**config.mk**
```make
export PLATFORM = sky130hd
export DESIGN_NAME = road_scheduler
export DESIGN_NICKNAME = d
export VERILOG_FILES = /design/src/rtl/road_scheduler.sv
export SDC_FILE = /design/constraint.sdc
export NUM_CORES = 1
export LEC_CHECK = 0
export BUFFER_PORTS_ARGS = -buffer_cell sky130_fd_sc_hd__clkbuf_2
export CELL_PAD_IN_SITES_DETAIL_PLACEMENT = 1
export CELL_PAD_IN_SITES_GLOBAL_PLACEMENT = 2
export CORE_MARGIN = 2
export CORE_UTILIZATION = 30
export CTS_BUF_LIST = sky130_fd_sc_hd__clkbuf_16
export DETAILED_ROUTE_END_ITERATION = 16
export PLACE_DENSITY = 0.84
export SYNTH_ARGS = -nofsm -noshare
export SYNTH_HDL_FRONTEND = slang
export SYNTH_SLANG_ARGS = --single-unit
```
**constraint.sdc**
```tcl
create_clock -name clk -period 4.34 [get_ports clk]
set_clock_uncertainty 0.2 [all_clocks]
set_input_delay 0.217 -clock clk [delete_from_list [all_inputs] [get_ports clk]]
set_output_delay 0.217 -clock clk [all_outputs]
set_load 0.03 [all_outputs]
```
**src/rtl/road_scheduler.sv**
```systemverilog
// Round-robin traffic phase controller: CLEAR -> GREEN -> YELLOW per road, green time sized from sensor averages.
// Optional build macro SKIP_EMPTY_EN skips roads whose average is zero (unless every road reads zero).
module road_scheduler #(
  parameter int GREEN_SCALE = 2,
  parameter int MIN_GREEN   = 10,
  parameter int MAX_GREEN   = 200,
  parameter int YELLOW_TIME = 3,
  parameter int ALLRED_TIME = 2,
  parameter int TIMER_W     = 16
) (
  input  logic       clk,
  input  logic       reset,
  input  logic [7:0] avg_north,
  input  logic [7:0] avg_east,
  input  logic [7:0] avg_south,
  input  logic [7:0] avg_west,
  output logic [1:0] next_road,
  output logic [3:0] green,
  output logic [3:0] yellow,
  output logic [1:0] phase,
  output logic       phase_done
);

  typedef enum logic [1:0] {
    CLEAR  = 2'd0,
    GREEN  = 2'd1,
    YELLOW = 2'd2
  } state_t;

  localparam int SCALE_W = $clog2(GREEN_SCALE + 1);
  localparam int PROD_W  = 8 + SCALE_W;
  localparam int CMP_W   = (PROD_W > TIMER_W) ? PROD_W : TIMER_W;

  localparam logic [TIMER_W-1:0] ALLRED_LOAD = TIMER_W'(ALLRED_TIME - 1);
  localparam logic [TIMER_W-1:0] YELLOW_LOAD = TIMER_W'(YELLOW_TIME - 1);
  localparam logic [TIMER_W-1:0] TIMER_ONE   = TIMER_W'(1);

  // Product is formed at full width so large averages clamp to MAX_GREEN instead of wrapping.
  function automatic logic [TIMER_W-1:0] green_len(input logic [7:0] avg);
    logic [CMP_W-1:0] prod;
    prod = CMP_W'(avg) * CMP_W'(GREEN_SCALE);
    if (prod < CMP_W'(MIN_GREEN))
      return TIMER_W'(MIN_GREEN);
    else if (prod > CMP_W'(MAX_GREEN))
      return TIMER_W'(MAX_GREEN);
    else
      return TIMER_W'(prod);
  endfunction

  state_t             state, state_d;
  logic [TIMER_W-1:0] timer, timer_d;
  logic [1:0]         road_d;
  logic [7:0]         avg_sel;

  always_comb begin
    avg_sel = avg_north;
    case (next_road)
      2'd0:    avg_sel = avg_north;
      2'd1:    avg_sel = avg_east;
      2'd2:    avg_sel = avg_south;
      default: avg_sel = avg_west;
    endcase
  end

`ifdef SKIP_EMPTY_EN
  logic all_zero;
  assign all_zero = ~|{avg_north, avg_east, avg_south, avg_west};
`endif

  always_comb begin
    state_d = state;
    timer_d = timer - TIMER_ONE;
    road_d  = next_road;
    case (state)
      CLEAR: begin
        if (timer == '0) begin
`ifdef SKIP_EMPTY_EN
          // An empty road is passed over with another clearance interval; all-empty still serves.
          if (avg_sel == 8'd0 && !all_zero) begin
            road_d  = next_road + 2'd1;
            timer_d = ALLRED_LOAD;
          end else begin
            state_d = GREEN;
            timer_d = green_len(avg_sel) - TIMER_ONE;
          end
`else
          state_d = GREEN;
          timer_d = green_len(avg_sel) - TIMER_ONE;
`endif
        end
      end
      GREEN: begin
        if (timer == '0) begin
          state_d = YELLOW;
          timer_d = YELLOW_LOAD;
        end
      end
      YELLOW: begin
        if (timer == '0) begin
          state_d = CLEAR;
          timer_d = ALLRED_LOAD;
          road_d  = next_road + 2'd1;
        end
      end
      default: begin
        state_d = CLEAR;
        timer_d = ALLRED_LOAD;
      end
    endcase
  end

  // Lamps and status are registered from next-state values so they switch with the state.
  always_ff @(posedge clk) begin
    if (reset) begin
      state      <= CLEAR;
      timer      <= ALLRED_LOAD;
      next_road  <= 2'd0;
      green      <= 4'd0;
      yellow     <= 4'd0;
      phase      <= 2'd0;
      phase_done <= 1'b0;
    end else begin
      state      <= state_d;
      timer      <= timer_d;
      next_road  <= road_d;
      green      <= (state_d == GREEN)  ? (4'b0001 << road_d) : 4'd0;
      yellow     <= (state_d == YELLOW) ? (4'b0001 << road_d) : 4'd0;
      phase      <= state_d;
      phase_done <= (state_d == YELLOW) && (timer_d == '0);
    end
  end

endmodule

```
==> metrics.txt <==
outcome completed; multiplexer share of the synthesized area 0.0321; pre-CTS worst setup slack 402 ps; gr usage total 0.178; Seq pwr share 0.279; starting density of the core 0.309; CP startpoint kind flop; worst reg2reg path depth 12; Reg2Reg Setup Slack 390 ps; Post-Synth XOR/XNOR Area 0.0629; HP Class input port to flop; Yosys Warn Count 0; RR Endpoint phase_done$_SDFF_PP0_; HPWL after detailed placement 4770 µm; Top Family by Delay on Critical Path compound AO/OA/AOI/OAI gates; Clock Sink Count 29; Fill cells 798; setup TNS 0 ps; met1 usage 0.237; grt total ovfl 0; reg-to-reg critical path startpoint next_road[0]$_SDFF_PP0_; Synth Area in Simple Gates 0.269; Syn Inst Count 242; Relative slew margins 0.594; via count 2,009; worst-margin pin slew 603 ps; first drt pass iteration count 4; sequential share of the synthesized area 0.298; pin count of the biggest net entering global routing 15; H-tree depth 2; WHS Path Cells 2; I/O pins 47; routability cong. 0.894; Pint 0.000930 W; CP Data Required Time 4300 ps; most used routing layer met2; Slowest cell on crit path a222oi_1; Rows 29; Core Area 6310 µm²; drt total wl 6100 µm; Power Density 686 nW/µm²; Crit Path Category flop to flop; Avg Cell Area, Syn 8.05 µm²; post-synthesis compound-gate area fraction 0.248; ANT cells 0; fin area 2400 µm²; CTS tree done; RSZ-0062 raised after global routing no; Via density 5.52; leakage 1.02 nW; clock transition at the registers of the reported paths 50 ps; max cap viols 0; Seq cells post-synth 29; vias in the first global route 2,022; Gate power share 0.490; # port buffers 46; ys flop type dfxtp_1; Cell Area, Synth 1950 µm²; Setup Fix Bufs, Post-CTS 0; CP endpoint kind flop; latest clock arrival within the worst-skew pair 280 ps; Period minus WS final 3950 ps; WP buf/inv 1; CTS Hold Bufs 0; main combinational cell family by area after synthesis simple AND/OR/NAND/NOR gates; async set-reset flop share out of synthesis 0; crit-path cells inv_1 > ha_1 > a222oi_1 > a31oi_1 > a2111oi_0 > o31ai_1 > ha_1 > nor3b_1 > mux2i_1 > a31oi_1 > nand4_1 > a2111oi_2; Placed Cells 356; EDFF count, synth 0; post-synthesis adder-cell area fraction 0.0385; nets@finish 326; DRC 0; Routed Antenna Nets 0; routing usage on met2 0.277; switching power 0.000715 W; Finished Core Util 0.380; max-slew violations 0; Die W 84.6 µm; GR Util met3 0.0492; Fin. Hold Viols 0; drt initial violations 137; Longest Clk Path Bufs 2; Yosys cell types 60; Root Driver clkbuf_16; Net Sw Frac 0.435; Worst path max stage delay 550 ps; peak supply drop 336 µV; Layout area overhead 23.1%; synthesized net count 282; die area 7150 µm²; DP Area 2230 µm²; Max Fclk 253 MHz; antenna violations before repair 0; TritonCTS buffer count 5; first-pass GRT wire length 10,000 µm; post-route clock period utilization 0.910; CP Max Fanout 8; per-cell routed wire length 16.8 µm; post-CTS resize count 0; CP arrival 3910 ps; final worst setup slack 390 ps; Critical Path Stages 12; die extent in y 84.6 µm; Non-Filler Instances 364; Setup crit end phase_done$_SDFF_PP0_; source of the critical timing path next_road[0]$_SDFF_PP0_; Final setup violation count 0; Clock power frac 0.231; layout cells sized above 1 0.244
-- layer usage --
metal  routed length [µm]  vias up
met1                 3000      962
li1                     -      992
met4                   81        0
met5                    0        -
met3                  294        8
met2                 2730       47
-- synth_stat cells, types with 3 or more instances --
library cell  number  share of area
xnor2_1            8          0.036
nor3_1             6          0.015
nand4_1            6          0.019
nor2_1            33          0.064
or2_2              3         0.0096
o21ai_0           11          0.028
a222oi_1           4          0.021
inv_1             12          0.023
clkbuf_1           7          0.013
nand3_1            8          0.021
a21oi_1           15          0.039
a31oi_1            4          0.013
a22oi_1            6          0.023
nor2b_1            3         0.0096
xor2_1             6          0.027
ha_1               6          0.039
o41ai_1            3          0.013
nand2_1           14          0.027
or4_1              3          0.012
mux2i_1            4          0.021
dfxtp_1           29           0.30
a21o_1             3          0.012
-- final cells by class --
class	count	area, µm²	share of cell area
Inverter	14	52.6	0.0219
Tap cell	77	96.3	0.0402
Sequential cell	29	581	0.242
Clock inverter	3	37.5	0.0157
Clock buffer	5	125	0.0522
Multi-Input combinational cell	189	1270	0.529
Timing Repair Buffer	47	238	0.0992
-- registers in the layout, indices dropped and copies added, names as in the netlist --
register	cells
green	4
next_road	2
phase_done	1
state	2
timer	16
yellow	4
-- cell families after synthesis --
logic type                 Yosys count
adders and majority gates            6
AOI/OAI and AO/OA                   66
muxes                                6
buffers and inverters               24
xor gates and xnor gates            14
and+or+nand+nor                     97
DFF                                 29
-- worst min-delay path by stage --
stage | from | endpoint | slack (ps)
6_report | reset | timer[1]$_SDFF_PP0_ | 140
5_1_grt | reset | timer[5]$_SDFF_PP0_ | 170
4_1_cts | reset | timer[1]$_SDFF_PP0_ | 130
3_5_place_dp | next_road[0]$_SDFF_PP0_ | green[1]$_SDFF_PP0_ | 370
3_3_place_gp | next_road[0]$_SDFF_PP0_ | green[1]$_SDFF_PP0_ | 360
2_1_floorplan | reset | timer[2]$_SDFF_PP0_ | 180
-- placed cells by master, fill, tap and decap left out, drive strengths merged, types with 3 or more instances in the layout --
cell type	n
nand2	14
nand4	6
xor2	6
mux2i	4
ha	6
a21oi	15
a222oi	4
a22oi	6
or2	3
or4	4
nor4	4
clkbuf	51
dfxtp	29
nor2b	3
o21ai	12
nand3	8
nor3	7
nor2	33
a21o	3
inv	14
o41ai	3
xnor2	8
a31oi	4
-- power by group through the flow --
stage | combinational (W) | clock (W) | sequential, W
global route | 0.000889 | 0.000399 | 0.000471
finish | 0.000805 | 0.000380 | 0.000459
floorplan | 0.000598 | 0 | 0.000436
detailed placement | 0.000793 | 0 | 0.000460
CTS | 0.000801 | 0.000388 | 0.000456
global placement | 0.000792 | 0 | 0.000460
-- stage by stage --
stage | total power, W | hold WS, ps
after floorplan | 0.00103 | 175
after global placement | 0.00125 | 361
after detailed placement | 0.00125 | 368
after CTS | 0.00165 | 128
after global routing | 0.00176 | 169
final | 0.00164 | 136
Power figures use the tool's default switching activity.
